**src/rtl/cpu_pkg.sv**
```systemverilog
// Shared CPU-side definitions: response port tags, the default data width and
// the width helper for the outstanding-tag counter.
package cpu_pkg;

   localparam int DATA_WIDTH = 32;

   typedef enum logic {
      PORT_INSTR = 1'b0,
      PORT_DATA  = 1'b1
   } port_e;

   // Width of a counter that must represent 0..depth inclusive.
   function automatic int count_width(input int depth);
      return $clog2(depth) + 1;
   endfunction

endpackage

```
**src/rtl/resp_demux_if.sv**
```systemverilog
// Bus bundle between the request/response side and the two response ports.
// slave = the demultiplexer's view, master = the environment driving it.
interface resp_demux_if
   import cpu_pkg::*;
#(
   parameter int WIDTH = DATA_WIDTH,
   parameter int DEPTH = 4
);

   logic                          req_fire;
   logic                          req_sel;
   logic                          req_ready;
   logic                          rsp_valid;
   logic [WIDTH-1:0]              rsp_data;
   logic                          rsp_ready;
   logic                          out0_valid;
   logic [WIDTH-1:0]              out0_data;
   logic                          out0_ready;
   logic                          out1_valid;
   logic [WIDTH-1:0]              out1_data;
   logic                          out1_ready;
   logic [count_width(DEPTH)-1:0] outstanding;
   logic                          err_orphan;

   modport slave (
      input  req_fire, req_sel, rsp_valid, rsp_data, out0_ready, out1_ready,
      output req_ready, rsp_ready, out0_valid, out0_data, out1_valid, out1_data,
             outstanding, err_orphan
   );

   modport master (
      output req_fire, req_sel, rsp_valid, rsp_data, out0_ready, out1_ready,
      input  req_ready, rsp_ready, out0_valid, out0_data, out1_valid, out1_data,
             outstanding, err_orphan
   );

endinterface

```
**src/rtl/tag_fifo.sv**
```systemverilog
// Order FIFO of 1-bit port tags. DEPTH must be a power of two so the
// pointers wrap by plain overflow.
module tag_fifo
   import cpu_pkg::*;
#(
   parameter int DEPTH = 4
) (
   input  logic                          clk,
   input  logic                          reset,
   input  logic                          push,
   input  logic                          tag_in,
   input  logic                          pop,
   output logic                          tag_out,
   output logic                          full,
   output logic                          empty,
   output logic [count_width(DEPTH)-1:0] count
);

   localparam int AW = $clog2(DEPTH);
   localparam int CW = count_width(DEPTH);
   localparam logic [CW-1:0] FULL_COUNT = CW'(DEPTH);

   logic [DEPTH-1:0] mem;
   logic [AW-1:0]    wr_ptr;
   logic [AW-1:0]    rd_ptr;
   logic             do_push;
   logic             do_pop;

   // A push into a full FIFO is only legal when the head leaves this cycle.
   assign do_pop  = pop && !empty;
   assign do_push = push && (!full || do_pop);

   // NOTE: the tag storage is deliberately not reset; count qualifies every
   // read, so stale entries are never observed and reset fan-out stays small.
   always_ff @(posedge clk) begin
      if (do_push) mem[wr_ptr] <= tag_in;
   end

   // NOTE: sequential state uses non-blocking assignments only, so every
   // register here sees the pre-edge values of the others.
   always_ff @(posedge clk or posedge reset) begin
      if (reset) begin
         wr_ptr <= '0;
         rd_ptr <= '0;
         count  <= '0;
      end else begin
         if (do_push) wr_ptr <= wr_ptr + 1'b1;
         if (do_pop)  rd_ptr <= rd_ptr + 1'b1;
         case ({do_push, do_pop})
            2'b10:   count <= count + 1'b1;
            2'b01:   count <= count - 1'b1;
            default: count <= count;
         endcase
      end
   end

   assign tag_out = mem[rd_ptr];
   assign full    = (count == FULL_COUNT);
   assign empty   = (count == '0);

endmodule

```
**src/rtl/resp_demux.sv**
```systemverilog
// Routes in-order memory responses to the instruction or data port using the
// tag FIFO head. Define RESP_DEMUX_OUTREG_EN for a registered output stage.
module resp_demux
   import cpu_pkg::*;
#(
   parameter int WIDTH = DATA_WIDTH,
   parameter int DEPTH = 4
) (
   input  logic          clk,
   input  logic          reset,
   resp_demux_if.slave   bus
);

   localparam int CW = count_width(DEPTH);

   logic             fifo_full;
   logic             fifo_empty;
   logic             head_tag;
   logic [CW-1:0]    fifo_count;
   logic             push;
   logic             pop;
   logic             orphan;
   logic             sel_ready;
   logic             rsp_ready;
   logic             req_ready;
   logic [WIDTH-1:0] payload;

   assign payload   = bus.rsp_data;
   assign orphan    = bus.rsp_valid && fifo_empty;
   // Orphans are always swallowed; otherwise the targeted port decides.
   assign rsp_ready = !reset && (fifo_empty ? bus.rsp_valid : sel_ready);
   assign pop       = bus.rsp_valid && rsp_ready && !fifo_empty;
   assign req_ready = !fifo_full || pop;
   assign push      = bus.req_fire && req_ready;

   tag_fifo #(.DEPTH(DEPTH)) u_tag_fifo (
      .clk     (clk),
      .reset   (reset),
      .push    (push),
      .tag_in  (bus.req_sel),
      .pop     (pop),
      .tag_out (head_tag),
      .full    (fifo_full),
      .empty   (fifo_empty),
      .count   (fifo_count)
   );

`ifdef RESP_DEMUX_OUTREG_EN
   logic             reg0_valid;
   logic             reg1_valid;
   logic [WIDTH-1:0] reg0_data;
   logic [WIDTH-1:0] reg1_data;
   logic             load0;
   logic             load1;

   // NOTE: every always_comb output gets a default first, so no path can
   // leave a value unassigned and infer a latch.
   always_comb begin
      sel_ready = 1'b0;
      load0     = 1'b0;
      load1     = 1'b0;
      if (head_tag == PORT_DATA) begin
         sel_ready = !reg1_valid || bus.out1_ready;
         load1     = pop;
      end else begin
         sel_ready = !reg0_valid || bus.out0_ready;
         load0     = pop;
      end
   end

   always_ff @(posedge clk or posedge reset) begin
      if (reset) begin
         reg0_valid <= 1'b0;
         reg1_valid <= 1'b0;
      end else begin
         if (load0)               reg0_valid <= 1'b1;
         else if (bus.out0_ready) reg0_valid <= 1'b0;
         if (load1)               reg1_valid <= 1'b1;
         else if (bus.out1_ready) reg1_valid <= 1'b0;
      end
   end

   always_ff @(posedge clk) begin
      if (load0) reg0_data <= payload;
      if (load1) reg1_data <= payload;
   end

   assign bus.out0_valid = reg0_valid;
   assign bus.out0_data  = reg0_data;
   assign bus.out1_valid = reg1_valid;
   assign bus.out1_data  = reg1_data;
`else
   logic route0;
   logic route1;

   // NOTE: every always_comb output gets a default first, so no path can
   // leave a value unassigned and infer a latch.
   always_comb begin
      sel_ready = 1'b0;
      route0    = 1'b0;
      route1    = 1'b0;
      if (bus.rsp_valid && !fifo_empty) begin
         if (head_tag == PORT_DATA) route1 = 1'b1;
         else                       route0 = 1'b1;
      end
      if (head_tag == PORT_DATA) sel_ready = bus.out1_ready;
      else                       sel_ready = bus.out0_ready;
   end

   assign bus.out0_valid = route0;
   assign bus.out0_data  = payload;
   assign bus.out1_valid = route1;
   assign bus.out1_data  = payload;
`endif

   // Sticky until reset so software can observe a lost-tag event later.
   always_ff @(posedge clk or posedge reset) begin
      if (reset)       bus.err_orphan <= 1'b0;
      else if (orphan) bus.err_orphan <= 1'b1;
   end

   assign bus.req_ready   = req_ready;
   assign bus.rsp_ready   = rsp_ready;
   assign bus.outstanding = fifo_count;

endmodule

```
**src/flat_wrapper.sv**
```systemverilog
// flat-port wrapper written by rule: the top's interface ports become plain ports
module resp_demux_flat import cpu_pkg::*;
#(
   parameter int WIDTH = DATA_WIDTH,
   parameter int DEPTH = 4
)
  (clk, reset, bus_req_fire, bus_req_sel, bus_rsp_valid, bus_rsp_data, bus_out0_ready, bus_out1_ready, bus_req_ready, bus_rsp_ready, bus_out0_valid, bus_out0_data, bus_out1_valid, bus_out1_data, bus_outstanding, bus_err_orphan);
  resp_demux_if #(.WIDTH(WIDTH), .DEPTH(DEPTH)) bus_i ();
  input  logic clk;
  input  logic reset;
  input wire logic [$bits(bus_i.req_fire)-1:0] bus_req_fire;
  input wire logic [$bits(bus_i.req_sel)-1:0] bus_req_sel;
  input wire logic [$bits(bus_i.rsp_valid)-1:0] bus_rsp_valid;
  input wire logic [$bits(bus_i.rsp_data)-1:0] bus_rsp_data;
  input wire logic [$bits(bus_i.out0_ready)-1:0] bus_out0_ready;
  input wire logic [$bits(bus_i.out1_ready)-1:0] bus_out1_ready;
  output wire logic [$bits(bus_i.req_ready)-1:0] bus_req_ready;
  output wire logic [$bits(bus_i.rsp_ready)-1:0] bus_rsp_ready;
  output wire logic [$bits(bus_i.out0_valid)-1:0] bus_out0_valid;
  output wire logic [$bits(bus_i.out0_data)-1:0] bus_out0_data;
  output wire logic [$bits(bus_i.out1_valid)-1:0] bus_out1_valid;
  output wire logic [$bits(bus_i.out1_data)-1:0] bus_out1_data;
  output wire logic [$bits(bus_i.outstanding)-1:0] bus_outstanding;
  output wire logic [$bits(bus_i.err_orphan)-1:0] bus_err_orphan;
  assign bus_i.req_fire = bus_req_fire;
  assign bus_i.req_sel = bus_req_sel;
  assign bus_i.rsp_valid = bus_rsp_valid;
  assign bus_i.rsp_data = bus_rsp_data;
  assign bus_i.out0_ready = bus_out0_ready;
  assign bus_i.out1_ready = bus_out1_ready;
  assign bus_req_ready = bus_i.req_ready;
  assign bus_rsp_ready = bus_i.rsp_ready;
  assign bus_out0_valid = bus_i.out0_valid;
  assign bus_out0_data = bus_i.out0_data;
  assign bus_out1_valid = bus_i.out1_valid;
  assign bus_out1_data = bus_i.out1_data;
  assign bus_outstanding = bus_i.outstanding;
  assign bus_err_orphan = bus_i.err_orphan;
  resp_demux #(.WIDTH(WIDTH), .DEPTH(DEPTH)) u_core (.clk(clk), .reset(reset), .bus(bus_i));
endmodule
```
**config.mk**
```make
export PLATFORM = sky130hd
export DESIGN_NAME = resp_demux_flat
export DESIGN_NICKNAME = d
export VERILOG_FILES = /design/src/rtl/cpu_pkg.sv /design/src/rtl/resp_demux_if.sv /design/src/rtl/tag_fifo.sv /design/src/rtl/resp_demux.sv /design/src/flat_wrapper.sv
export SDC_FILE = /design/constraint.sdc
export NUM_CORES = 1
export LEC_CHECK = 0
export ABC_AREA = 0
export BUFFER_PORTS_ARGS = -buffer_cell sky130_fd_sc_hd__buf_4
export CORE_UTILIZATION = 40
export DETAILED_ROUTE_END_ITERATION = 12
export MAX_ROUTING_LAYER = met4
export PLACE_DENSITY = 0.86
export SYNTH_ARGS = -nofsm -noshare
export SYNTH_HDL_FRONTEND = slang
export SYNTH_HIERARCHICAL = 1
export SYNTH_SLANG_ARGS = --single-unit
```
**constraint.sdc**
```tcl
create_clock -name clk -period 4.3 [get_ports clk]
set_input_delay 0.645 -clock clk [delete_from_list [all_inputs] [get_ports clk]]
set_output_delay 0.645 -clock clk [all_outputs]
set_load 0.03 [all_outputs]
```
==> summary by stage, run 1 <==
Floorplan
After floorplanning, the core was divided into 19 placement rows. In this run the standard cell core region covers 2780 um^2. The die is 56.4 um wide. The floorplan step set the die height to 56.4 um. The floorplan step defined a die boundary enclosing 3180 um^2. The initial utilization of the core area, before any placement, comes to 0.426. 111 I/O pins were placed.

Synthesis
The sequential area share after synthesis is 0.271. Yosys mapped a number of flops with a built-in enable equal to 4. The synthesized design spends more area on one cell type than any other, namely sky130_fd_sc_hd__buf_4. The number of nets in the synthesized netlist is 168. The share of synthesized area in the top cell type comes to 0.406. Yosys attributes the largest share of cell area to sky130_fd_sc_hd__buf_4 (41%), sky130_fd_sc_hd__dfrtp_1 (17%), sky130_fd_sc_hd__edfxtp_1 (10%). The post-synth design cell area is 1180 um^2. The most common flop cell mapped by yosys is sky130_fd_sc_hd__dfrtp_1.

The average footprint of a synthesized cell is 9.62 um^2. Synthesis inferred 12 register bits. The number of distinct library cells after synthesis is 25.

The Yosys step of the flow raised 6 warnings. The number of cells produced by synthesis is 123. The share of synthesized registers carrying an async set or reset is 0.667.

Place
The final estimated routing congestion in global placement is 0.783. In this run the cell area measured after placement is 847 um^2. The number of I/O port buffers is 14. The post-placement cell count is 104. The HPWL after detailed placement is 1690 um.

Clocking
The maximum buffer depth of the clock tree is 2. The number of gates resized after cts is 0. The TritonCTS clock tree is done. Buffers inserted during clock tree synthesis total 3. Clock tree synthesis found a total of 12 sinks. After clock tree synthesis, the clock-pin slew on the worst setup and hold paths is 0.08 ns. The H-tree level count is 1. The clock latency on the worst-skew pair is 0.27 ns.

The number of buffers inserted to repair setup after CTS is 0. The buffer type at the clock tree root is sky130_fd_sc_hd__clkbuf_4. For this design, the CTS-stage hold fixing added 0 buffers.

Global route
The global-route usage over all layers is 0.130. The via count of the first global-routing pass is 559. Global routing finished with a remaining overflow of 0.

The initial antenna violation count is 0. Entering global routing, the biggest net connects 8 pins. The first global-routing pass estimated 3040 um of wire.

Setup path
Of all nets on the critical path, the largest fanout is 4. The required time reported for the critical path endpoint is 4.49 ns. In this design, the largest share of critical-path delay is due to multiplexers. The buffers plus inverters on the worst setup path is 1. The endpoint of the lowest-slack register-to-register path is u_core/u_tag_fifo/count[2]. Walking the worst path, the cells encountered are mux4_2 -> mux2i_1 -> nor3_1 -> o31a_2 -> ha_1 -> inv_1 -> fa_1 -> xor2_1 -> nor2_1 -> xor2_1. The register-to-register setup slack is 1.39 ns.

The startpoint identified for the worst register-to-register timing path is u_core/u_tag_fifo/rd_ptr[0]. The cell repeated most along the worst path is sky130_fd_sc_hd__xor2_1. The kind of start point of the critical path is a flop. The critical path's slowest cell is sky130_fd_sc_hd__mux4_2. STA classifies the critical path endpoint as a flop. The critical path is of the flop to flop type. Counting cells, the worst reg-to-reg path comes to 10. At the worst endpoint, the arrival time is 3.10 ns. In this design, the stage delay of the slowest critical-path cell is 0.56 ns.

Routing
In this run, the number of DRC markers left after iteration 0 of detailed routing was 26. The pre-antenna-repair detailed-routing pass consisted of 4 iterations. In this run the remaining antenna-violating nets after routing total 0. After detailed routing, the number of remaining DRC violations is 0. The wire length reported by the detailed router is 1980 um.

The via density per instance is 4.93. The count of vias placed by the detailed router is 532. The routed wirelength normalized by instance count is 18.3 um.

STA
The maximum clock rate is 343 MHz. The final-layout setup total negative slack is 0 ns. The hold violation total from the final report came to 0. Counting I/O delays and the setup requirement, the final critical path takes 2.91 ns. At the pin with the least slew margin, the transition time is 0.399 ns. The maximum clock skew at final layout is 0.0114 ns. Setup repair after global routing left no endpoint under its margin.

Of the available clock period, the critical path in the final layout requires 0.677. The total of endpoints with negative setup slack in the final report is 0. The final-report max-slew violation count is 0. The headroom to the max-slew limit is 0.732.

Run status
The run finished with clean final reports.

Cells and area
In the layout the commonest cells are sky130_fd_sc_hd__buf_4 (14), sky130_fd_sc_hd__inv_1 (11), sky130_fd_sc_hd__dfrtp_1 (8). The library cell used most frequently in the layout, excluding fill and tap cells, is sky130_fd_sc_hd__buf_4. The number of antenna diodes in the final layout is 0. The number of nets in the final layout is 123. The signed area change from the synthesized netlist to the final layout is -26.2%. The final cell area excluding filler cells is 873 um^2. The non-filler instance count after layout is 108.

In the final layout, the share of cells above drive strength 1 is 0.338.

Power and ir drop
The design draws 0.622 mW. In this run the power density over the cells is 712 nW/um^2. The worst-case IR drop observed on VDD is 0.347 mV.

The leakage power summed over all cells is 0.411 nW.

Flow run
The number of max-cap violations is 0.

Worst hold path
The path category of the worst min-delay check is primary input to async pin.
-- cells by family (layout without fill, tap and decap cells) --
kind of cell | Yosys count | in the layout | synth area share
AOI/OAI and AO/OA | 6 | 6 | 0.0539
buffers and inverters | 75 | 29 | 0.441
and+or+nand+nor | 14 | 14 | 0.0719
muxes | 4 | 4 | 0.0486
adders and majority gates | 6 | 6 | 0.0698
xor gates and xnor gates | 6 | 6 | 0.0444
DFF | 12 | 12 | 0.271
-- sequential cells by signal, indices dropped and copies added (netlist names) --
signal,cells
u_core/bus.err_orphan,1
u_core/u_tag_fifo/count,3
u_core/u_tag_fifo/mem,4
u_core/u_tag_fifo/rd_ptr,2
u_core/u_tag_fifo/wr_ptr,2
-- power breakdown --
part	switching, mW	leakage (nW)	total (mW)	internal, mW
clock	0.0375	0.0150	0.0734	0.0359
combinational	0.181	0.268	0.334	0.154
sequential	0.0456	0.128	0.214	0.169
total	0.264	0.411	0.622	0.358
-- cell type report --
type / count / area, um^2
fillers: 281 / 1910
flip-flops and latches: 12 / 320
inverters: 11 / 41.3
multi-input cells: 36 / 342
clock buffers: 4 / 26.3
well taps: 31 / 38.8
repair buffers: 14 / 105
-- synth_stat cells, types with 2 or more instances --
library cell,number
sky130_fd_sc_hd__edfxtp_1,4
sky130_fd_sc_hd__ha_1,5
sky130_fd_sc_hd__nand2b_1,2
sky130_fd_sc_hd__and2_2,4
sky130_fd_sc_hd__nor2_1,2
sky130_fd_sc_hd__xor2_1,3
sky130_fd_sc_hd__dfrtp_1,8
sky130_fd_sc_hd__xnor2_1,3
sky130_fd_sc_hd__buf_4,64
sky130_fd_sc_hd__mux2i_1,2
sky130_fd_sc_hd__inv_1,11
sky130_fd_sc_hd__nor3_1,2
-- worst reg2reg max path: cells and delay by family, from the launching register on --
kind	cells	cell delay [ns]
AOI/OAI and AO/OA	1	0.27
xor gates and xnor gates	2	0.31
adders and majority gates	2	0.56
buffers and inverters	1	0.06
DFF	1	0.41
muxes	2	0.76
and+or+nand+nor	2	0.47
-- per-layer routing --
layer | vias up | global-route usage | wire (um)
li1 | 233 | - | -
met3 | 2 | 0.129 | 386
met1 | 237 | 0.108 | 619
met4 | 0 | 0.0244 | 5
met2 | 60 | 0.209 | 967
met5 | - | - | 0
-- how the worst max path moves through the flow --
| stage | slack [ns] | start | endpoint | cells after the start |
|---|---|---|---|---|
| final | 1.39 | u_core/u_tag_fifo/rd_ptr[0] | u_core/u_tag_fifo/count[2] | 10 |
| after floorplan | 1.64 | u_core/u_tag_fifo/rd_ptr[0] | u_core/u_tag_fifo/count[2] | 11 |
| after global routing | 1.21 | u_core/u_tag_fifo/rd_ptr[0] | u_core/u_tag_fifo/count[2] | 10 |
| after detailed placement | 1.41 | u_core/u_tag_fifo/rd_ptr[0] | u_core/u_tag_fifo/count[2] | 10 |
| after CTS | 1.39 | u_core/u_tag_fifo/rd_ptr[0] | u_core/u_tag_fifo/count[2] | 10 |
| after global placement | 1.55 | u_core/u_tag_fifo/rd_ptr[0] | u_core/u_tag_fifo/count[2] | 11 |
-- through the flow --
| stage | hold WS, ns | setup slack, ns | utilization |
|---|---|---|---|
| detailed placement | 0.453 | 1.41 | 0.305 |
| CTS | 0.224 | 1.39 | 0.314 |
| finish | 0.230 | 1.39 | 0.314 |
| global placement | 0.443 | 1.55 | 0.305 |
| floorplan | 0.374 | 1.64 | - |
| global route | 0.207 | 1.21 | 0.314 |
Power figures use the tool's default switching activity.
==> run 2: changes to the inputs <==
--- a/config.mk
+++ b/config.mk
@@ -7,10 +7,10 @@
 export LEC_CHECK = 0
 export ABC_AREA = 0
 export BUFFER_PORTS_ARGS = -buffer_cell sky130_fd_sc_hd__buf_4
-export CORE_UTILIZATION = 40
+export CORE_UTILIZATION = 33
 export DETAILED_ROUTE_END_ITERATION = 12
 export MAX_ROUTING_LAYER = met4
-export PLACE_DENSITY = 0.86
+export PLACE_DENSITY = 0.76
 export SYNTH_ARGS = -nofsm -noshare
 export SYNTH_HDL_FRONTEND = slang
 export SYNTH_HIERARCHICAL = 1
==> constraint.sdc (replaced) <==
create_clock -name clk -period 2.5 [get_ports clk]
set_input_delay 0.375 -clock clk [delete_from_list [all_inputs] [get_ports clk]]
set_output_delay 0.375 -clock clk [all_outputs]
set_load 0.03 [all_outputs]
==> run 2 against run 1 <==
Against the previous run: sequential share of layout area shrank 4.7 points; combinational power increased by 110%; register-to-register slack worse by 1.4 ns; the run now ends with setup timing left; final cell count up 22%; highest routed layer is now met3; largest power group unchanged; clock power up 63%; die area up 20%; clock skew decreased by 0.0057 ns; flip-flop and latch count did not move; fmax increased by 14%; routed wire length fell by 0.96%; worst hold slack improved by 0.079 ns.
==> summary by stage, run 2 (synthesis results as in run 1) <==
STA
The final critical delay including setup and external delays is 2.56 ns (-0.350 ns). The headroom to the max-slew limit is 0.811 (+0.0788). The maximum clock skew at final layout is 0.00568 ns (-0.00572 ns). The maximum clock rate is 390 MHz (+14%). The final-report max-slew violation count is 0 (unchanged). The hold violation total from the final report was 0 (unchanged). The final worst-path setup slack came to -0.0618 ns (-1.45 ns). The slew of the pin with the lowest slew margin was 0.284 ns (-0.115 ns).

The portion of the clock cycle consumed by the worst path in the final layout is 1.02 (+0.348). The final-layout setup total negative slack came to -0.0618 ns (-0.0618 ns). Setup repair after global routing could not meet its margin everywhere. The total of endpoints with negative setup slack in the final report is 1 (+1).

Setup path
STA classifies the critical path endpoint as a flop. The largest fanout on the critical path is 3 (-1). The endpoint of the lowest-slack register-to-register path is u_core/u_tag_fifo/count[2]. The path type of the worst setup path is flop to flop.

The arrival time of the worst setup path was 2.76 ns (-0.34 ns). The required time reported for the critical path endpoint was 2.70 ns (-1.79 ns). The length in cells of the worst reg-to-reg path came to 10 (unchanged). The maximum single-stage delay on the critical path is 0.56 ns (about the same). The worst register-to-register path begins at u_core/u_tag_fifo/rd_ptr[0]. The register-to-register setup slack is -0.06 ns (-1.45 ns). The buffers plus inverters on the worst setup path is 1 (unchanged). Among the stages of the critical path, the cell type that occurs most often is sky130_fd_sc_hd__xor2_1. STA classifies the critical path startpoint as a flop. The signal on the critical path passes through mux4_2 -> mux2i_4 -> nor3_4 -> o31a_2 -> ha_4 -> inv_2 -> fa_2 -> xor2_1 -> nor2_1 -> xor2_1. For this design, the slowest cell found on the critical path is sky130_fd_sc_hd__mux4_2. Broken down by cell family, the worst path's largest delay share belongs to multiplexers.

Cells and area
The flip-flop count of the largest register after layout was 4 (unchanged). The commonest non-fill, non-tap cell in the layout is sky130_fd_sc_hd__buf_4. The library cells used most frequently in the layout, excluding fill and tap cells, are sky130_fd_sc_hd__buf_4 (22), sky130_fd_sc_hd__inv_1 (9), sky130_fd_sc_hd__dfrtp_1 (8). The area used by multi-input combinational logic is 380 um^2 (+11%). The non-filler instance count after layout was 132 (+22%). The combined flip-flop and latch cell area is 320 um^2 (unchanged). The largest registers in the layout are u_core/u_tag_fifo/mem: 4 flops, u_core/u_tag_fifo/count: 3 flops.

The number of filler instances in the final layout is 350 (+25%). The final cell area excluding filler cells was 1000 um^2 (+15%). Ranked by flip-flop count, first place goes to u_core/u_tag_fifo/mem. The number of antenna repair diodes was 0 (unchanged). The layout cell share with drive strength beyond 1 is 0.465 (+0.127). The number of nets in the final layout came to 132 (+7.3%). The signed area change from the synthesized netlist to the final layout is -15.4%.

Floorplan
The I/O pin count came to 111 (unchanged). The height of the die came to 61.9 um (+9.7%). The die area is 3830 um^2 (+20%). The number of core rows is 21 (+2).

The starting utilization of the core area is 0.349 (-0.0763). The width of the die was 61.9 um (+9.7%). The core area was 3390 um^2 (+22%).

Power and ir drop
The leakage power summed over all cells is 0.457 nW (+11%). The maximum resistive drop on vdd is 0.640 mV (+84%). The ratio of total power to cell area is 1180 nW/um^2 (+66%). The total chip power came to 1.18 mW (+90%).

Clocking
The number of buffers created by CTS was 3 (unchanged). The buffer type at the clock tree root is sky130_fd_sc_hd__clkbuf_4. The maximum buffer depth of the clock tree is 2 (unchanged). The clock latency on the worst-skew pair is 0.27 ns (about the same). The clock-pin transition on the worst setup and hold timing paths was 0.08 ns (about the same). TritonCTS built the clock tree. The clock net sink count is 12 (unchanged). The H-tree level count is 1 (unchanged).

Global route
The wire length of the first global-routing pass is 2660 um (-12%). The global-route layer with the greatest usage is met2. The initial antenna violation count is 0 (unchanged).

The met2 track demand over resource is 0.195 (-0.0141). The total congestion overflow after global routing is 0 (unchanged). The maximum number of pins on one net before global-route repair came to 8 (unchanged). The via count of the first global-routing pass came to 568 (+1.6%). The met1 track demand over resource is 0.0868 (-0.0207).

The global-route usage over all layers is 0.0995 (-0.0307). The met3 routing resource usage after global routing is 0.0352 (-0.0938).

Place
The worst setup slack before clock tree synthesis is -0.138 ns (-1.55 ns). The post-placement cell count was 124 (+19%). The half-perimeter wire length after placement is 1690 um (about the same).

The final estimated routing congestion in global placement is 0.743 (-5.1%). The total cell area at the placement stage is 936 um^2 (+10%). The number of I/O port buffers is 14 (unchanged).

Run status
The flow ran to the end, but the final reports show violations. The final reports fail on setup timing.

Routing
The remaining antenna violation count after routing is 0 (unchanged). The detailed router's first-iteration violation count was 15 (-42%). The via density per instance is 4.30 (-13%). The count of TritonRoute iterations in the first routing pass was 2 (-2). The routed wirelength normalized by instance count came to 14.8 um (-19%). The post-route DRC violation count was 0 (unchanged). The wire length reported by the detailed router is 1960 um (-0.96%). The count of vias placed by the detailed router came to 568 (+6.8%).

Worst hold path
The launch instance of the worst min-delay path is bus_req_sel. The depth of the worst hold-timing path is 1. In this run the worst hold path is classified as primary input to flop. For hold timing, the worst endpoint is u_core/u_tag_fifo/mem[1].

Flow run
The number of max-cap violations was 0 (unchanged).
run 2: metrics by stage:
step,hold slack [ns],util
2_1_floorplan,0.104,-
3_3_place_gp,0.254,0.276
3_5_place_dp,0.259,0.276
4_1_cts,0.297,0.291
5_1_grt,0.294,0.295
6_report,0.309,0.295
run 2: worst reg2reg max path, delay by kind of cell (launching register included):
family | cells | cell delay [ns]
AO/OA/AOI/OAI | 1 | 0.21
XOR/XNOR | 2 | 0.29
adder cells (fa/ha/maj) | 2 | 0.46
buffers and inverters | 1 | 0.03
flip-flops | 1 | 0.37
multiplexers | 2 | 0.79
AND/OR/NAND/NOR | 2 | 0.34
run 2: routing by layer:
metal | part of all wire | wire [um]
met1 | 0.30 | 584
met2 | 0.57 | 1110
met4 | 0 | 0
met5 | 0 | 0
met3 | 0.14 | 265
run 2: worst max-delay path by stage:
stage | start | endpoint | slack [ns] | cells past startpoint
6_report | u_core/u_tag_fifo/rd_ptr[0] | u_core/u_tag_fifo/count[2] | -0.06 | 10
5_1_grt | u_core/u_tag_fifo/rd_ptr[0] | u_core/u_tag_fifo/count[2] | -0.20 | 10
4_1_cts | u_core/u_tag_fifo/rd_ptr[0] | u_core/u_tag_fifo/count[2] | -0.09 | 10
3_5_place_dp | u_core/u_tag_fifo/rd_ptr[0] | u_core/u_tag_fifo/count[2] | -0.14 | 10
3_3_place_gp | u_core/u_tag_fifo/rd_ptr[0] | u_core/u_tag_fifo/count[2] | -0.05 | 10
2_1_floorplan | u_core/u_tag_fifo/rd_ptr[0] | u_core/u_tag_fifo/count[2] | -0.07 | 10
run 2: report_power, final:
| part | internal [mW] | switching [mW] |
|---|---|---|
| Sequential | 0.290 | 0.0746 |
| Combinational | 0.352 | 0.347 |
| Clock | 0.0576 | 0.0622 |
run 2: area by class of cell:
type,count,area share
sequential,12,0.320
multi-input combinational,36,0.380
inverter,11,0.0413
timing repair buffer,23,0.175
clock inverter,1,0.00375
tap,46,0.0575
clock buffer,3,0.0225
run 2: timing repair:
| item | CTS | global route |
|---|---|---|
| setup endpoints to repair | 2 | 3 |
| pin swaps | 2 | 1 |
| gates resized for setup | 1 | 2 |
| hold buffers | 1 | 0 |
| hold endpoints to repair | 1 | 0 |
| buffers inserted | 2 | 1 |
==> run 3: changes to the inputs <==
--- a/config.mk
+++ b/config.mk
@@ -13,5 +13,4 @@
 export PLACE_DENSITY = 0.76
 export SYNTH_ARGS = -nofsm -noshare
 export SYNTH_HDL_FRONTEND = slang
-export SYNTH_HIERARCHICAL = 1
 export SYNTH_SLANG_ARGS = --single-unit
==> run 3 against run 2 <==
Against the previous run: the flow now finishes without violations; core utilization fell by 1.3 points; power fell by 6.8%; critical path type unchanged; design area fell by 4.5%; highest routed layer is now met4; via count fell by 3.7%; sequential power fell by 2%; non-clock buffer count fell by 4; combinational power fell by 11%; critical endpoint is now u_core.u_tag_fifo.count[2]; sequential share of layout area rose by 1.5 points; clock skew fell by 0.0036 ns; first-iteration DRC count fell by 6.7%; register-to-register slack improved by 0.15 ns; final cell count rose by 0.76%.
==> summary by stage, run 3 <==
Run status
The run finished with clean final reports.

STA
The portion of the clock cycle consumed by the worst path in the final layout is 0.963 (-0.0615). The final-report max-slew violation count came to 0 (unchanged). The final-layout setup total negative slack came to 0 ns (+0.0618 ns).

The hold violation total from the final report was 0 (unchanged). The slew of the pin with the lowest slew margin is 0.268 ns (-0.0158 ns). The final worst-path setup slack is 0.0920 ns (+0.154 ns). The maximum clock rate is 415 MHz (+6.4%). The headroom to the max-slew limit is 0.817 (+0.00695). The maximum clock skew at final layout is 0.00212 ns (-0.00356 ns). The final critical delay including setup and external delays is 2.41 ns (-0.154 ns).

The total of endpoints with negative setup slack in the final report is 0 (-1). Setup repair after global routing could not meet its margin everywhere.

Cells and area
The register with the most flip-flops in the final layout is u_core.u_tag_fifo.mem. The layout cell share with drive strength beyond 1 is 0.345 (-0.120). The flip-flop count of the largest register after layout is 4 (unchanged). In the layout the commonest cells are sky130_fd_sc_hd__buf_4 (19), sky130_fd_sc_hd__dfrtp_1 (8), sky130_fd_sc_hd__inv_1 (6), sky130_fd_sc_hd__nand2_1 (6), sky130_fd_sc_hd__and3_1 (5). Compared with the post-synthesis result, the final layout area differs by -19.9%.

The non-filler instance count after layout came to 133 (+0.76%). The commonest non-fill, non-tap cell in the layout is sky130_fd_sc_hd__buf_4. The number of nets in the final layout is 133 (+0.76%). The final core area utilization is 0.282 (-0.0133). The largest registers in the layout are u_core.u_tag_fifo.mem: 4 flops, u_core.u_tag_fifo.count: 3 flops. The number of antenna repair diodes was 0 (unchanged).

Synthesis
The portion of synthesized cell area occupied by the leading cell type is 0.403 (-0.00340). The average footprint of a synthesized cell is 9.25 um^2 (-3.8%). The library cell with the highest instance count after synthesis is sky130_fd_sc_hd__buf_4. The net count of the mapped netlist is 174 (+3.6%). For this run, the leading register cell type out of synthesis is sky130_fd_sc_hd__dfrtp_1. The cell taking the most area after synthesis is sky130_fd_sc_hd__buf_4. The synthesis-stage register bit count is 12 (unchanged). The post-synth design cell area was 1190 um^2 (+0.85%).

The share of synthesized registers carrying an async set or reset is 0.667 (unchanged). The sequential area share after synthesis is 0.268 (-0.00227). The number of distinct library cells after synthesis is 27 (+8.0%).

The number of cells produced by synthesis came to 129 (+4.9%). The count of synthesis-stage warnings from yosys is 0 (-6). After synthesis, the cell types taking the most area are sky130_fd_sc_hd__buf_4 (40%), sky130_fd_sc_hd__dfrtp_1 (17%), sky130_fd_sc_hd__edfxtp_1 (10%). Sorting the synthesized cells by how often they occur yields sky130_fd_sc_hd__buf_4 (64), sky130_fd_sc_hd__dfrtp_1 (8), sky130_fd_sc_hd__inv_1 (7). The number of flops mapped to enable cells by yosys is 4 (unchanged).

Routing
The count of TritonRoute iterations in the first routing pass is 4 (+2). The detailed router's first-iteration violation count is 14 (-1). The count of vias placed by the detailed router is 547 (-3.7%). The via density per instance is 4.11 (-4.4%). The wire length reported by the detailed router came to 1560 um (-20%). The post-route DRC violation count came to 0 (unchanged). The routed wirelength normalized by instance count is 11.7 um (-21%). The remaining antenna violation count after routing came to 0 (unchanged).

Flow run
The number of max-cap violations was 0 (unchanged).

Setup path
The critical path's slowest cell is sky130_fd_sc_hd__mux4_2. The maximum single-stage delay on the critical path is 0.57 ns (about the same). The arrival time of the worst setup path is 2.61 ns (-0.15 ns). The cell that appears most often on the critical path is sky130_fd_sc_hd__xor2_1. The setup path with the least slack is of type flop to flop. The required time reported for the critical path endpoint was 2.70 ns (about the same).

The type of destination of the critical path is a flop. Traced cell by cell, the critical path runs through mux4_2 -> mux2i_4 -> o21ai_4 -> nand2_1 -> ha_2 -> inv_2 -> fa_2 -> xor2_1 -> nor2_1 -> xor2_1. The largest fanout on the critical path is 5 (+2). The kind of start point of the critical path is a flop.

Global route
The maximum number of pins on one net before global-route repair was 10 (+2). The total congestion overflow after global routing is 0 (unchanged). The met2 track demand over resource is 0.130 (-0.0646). met2 is the most crowded layer.

The initial antenna violation count is 0 (unchanged). The via count of the first global-routing pass was 625 (+10%). The wire length of the first global-routing pass is 2650 um (-0.53%). The met1 track demand over resource is 0.0945 (+0.00769). The global-route usage over all layers came to 0.0910 (-0.00844). The met3 routing resource usage after global routing is 0.0423 (+0.00708).

Power and ir drop
The total chip power is 1.10 mW (-6.8%). The leakage power summed over all cells was 0.439 nW (-3.9%). The ratio of total power to cell area is 1150 nW/um^2 (-2.4%). The maximum resistive drop on vdd is 0.215 mV (-66%).

Place
The post-placement cell count is 128 (+3.2%). The worst setup slack before clock tree synthesis is -0.0123 ns (+0.126 ns). The final estimated routing congestion in global placement is 0.714 (-4.0%). The number of I/O port buffers is 14 (unchanged).

The half-perimeter wire length after placement was 1240 um (-27%).

Floorplan
The starting utilization of the core area is 0.352 (+0.00295). The width of the die is 62.1 um (+0.40%). The I/O pin count came to 111 (unchanged). The die area came to 3860 um^2 (+0.81%). The core area is 3390 um^2 (unchanged).

The number of core rows came to 21 (unchanged). The height of the die is 62.1 um (+0.40%).

Worst hold path
The worst hold path belongs to the class primary input to async pin.

Clocking
The clock net sink count was 12 (unchanged). The clock-pin transition on the worst setup and hold timing paths is 0.08 ns (about the same). The TritonCTS clock tree is done. The tree is rooted in a sky130_fd_sc_hd__clkbuf_4. The clock latency on the worst-skew pair is 0.27 ns (about the same).

The number of buffers created by CTS came to 3 (unchanged). The maximum buffer depth of the clock tree is 2 (unchanged). The H-tree level count is 1 (unchanged).
## run 3: changes by cell type after synthesis, sizes merged, moves of 2 or more
| cell | delta |
|---|---|
| nand2 | +5 |
| nor3b | +2 |
| xnor2 | -2 |
| o311ai | +2 |
| a21oi | +2 |
| and2 | -2 |
| o21ai | +2 |
| inv | -4 |
| nor3 | -2 |
| and3 | +4 |
## run 3: final timing paths
check                                                 start                           to  slack [ns]  depth (start not counted)
worst max-delay path            u_core.u_tag_fifo.rd_ptr[0]   u_core.u_tag_fifo.count[2]        0.09                         10
worst min-delay path                                  reset        u_core.bus.err_orphan        0.12                          3
worst max register to register  u_core.u_tag_fifo.rd_ptr[0]   u_core.u_tag_fifo.count[2]        0.09                         10
worst min register to register        u_core.bus.err_orphan        u_core.bus.err_orphan        0.48                          1
max in group asynchronous                             reset  u_core.u_tag_fifo.wr_ptr[1]        2.25                          3
min in group clk                                bus_req_sel     u_core.u_tag_fifo.mem[0]        0.30                          1
## run 3: kinds of logic (layout without fill, tap and decap cells)
kind of cell    count (synthesis)  after routing  synth area share
compound gates                  9              9            0.0545
buf+inv                        72             30             0.428
simple gates                   22             22            0.0975
flops                          12             12             0.268
mux                             3              3            0.0461
fa+ha+maj                       6              6            0.0692
xor+xnor                        5              5            0.0367
## run 3: report_power, final
group          internal [mW]  switching [mW]  total (mW)
registers              0.286          0.0701       0.356
logic                  0.284           0.341       0.625
clock network         0.0578          0.0650       0.123
total                  0.628           0.476        1.10
## run 3: stage by stage
stage / hold WS (ns) / area, um^2
after detailed placement: 0.421 / 920
after global routing: 0.134 / 956
final: 0.120 / 956
after floorplan: 0.214 / 1210
after global placement: 0.418 / 920
after CTS: 0.120 / 948
## run 3: repair_timing
| action | 4_1_cts | 5_1_grt |
|---|---|---|
| gates resized for setup | 1 | 1 |
| cloned | 0 | 0 |
| pin swaps | 0 | 2 |
| setup buffers | 0 | 1 |
| endpoints found under the setup margin | 1 | 1 |
| hold buffers | 0 | 0 |
## run 3: critical path: cells and delay by family (launching register included)
family / cells / cell delay, ns
mux: 2 / 0.86
buf+inv: 1 / 0.04
xor+xnor: 2 / 0.28
fa+ha+maj: 2 / 0.51
flops: 1 / 0.39
simple gates: 2 / 0.18
compound gates: 1 / 0.07
## run 3: per-layer routing
metal  vias to the layer above  routed length, um
met5                         -                  0
met4                         0                 18
met3                         4                144
met2                        18                788
met1                       255                608
li1                        270                  -
## run 3: final cells by class
cell class	count	area [um^2]
repair buffers	19	143
flip-flops and latches	12	320
clock buffers	3	22.5
clock inverters	1	3.75
inverters	7	26.3
fillers	346	2430
multi-input cells	45	383
well taps	46	57.6
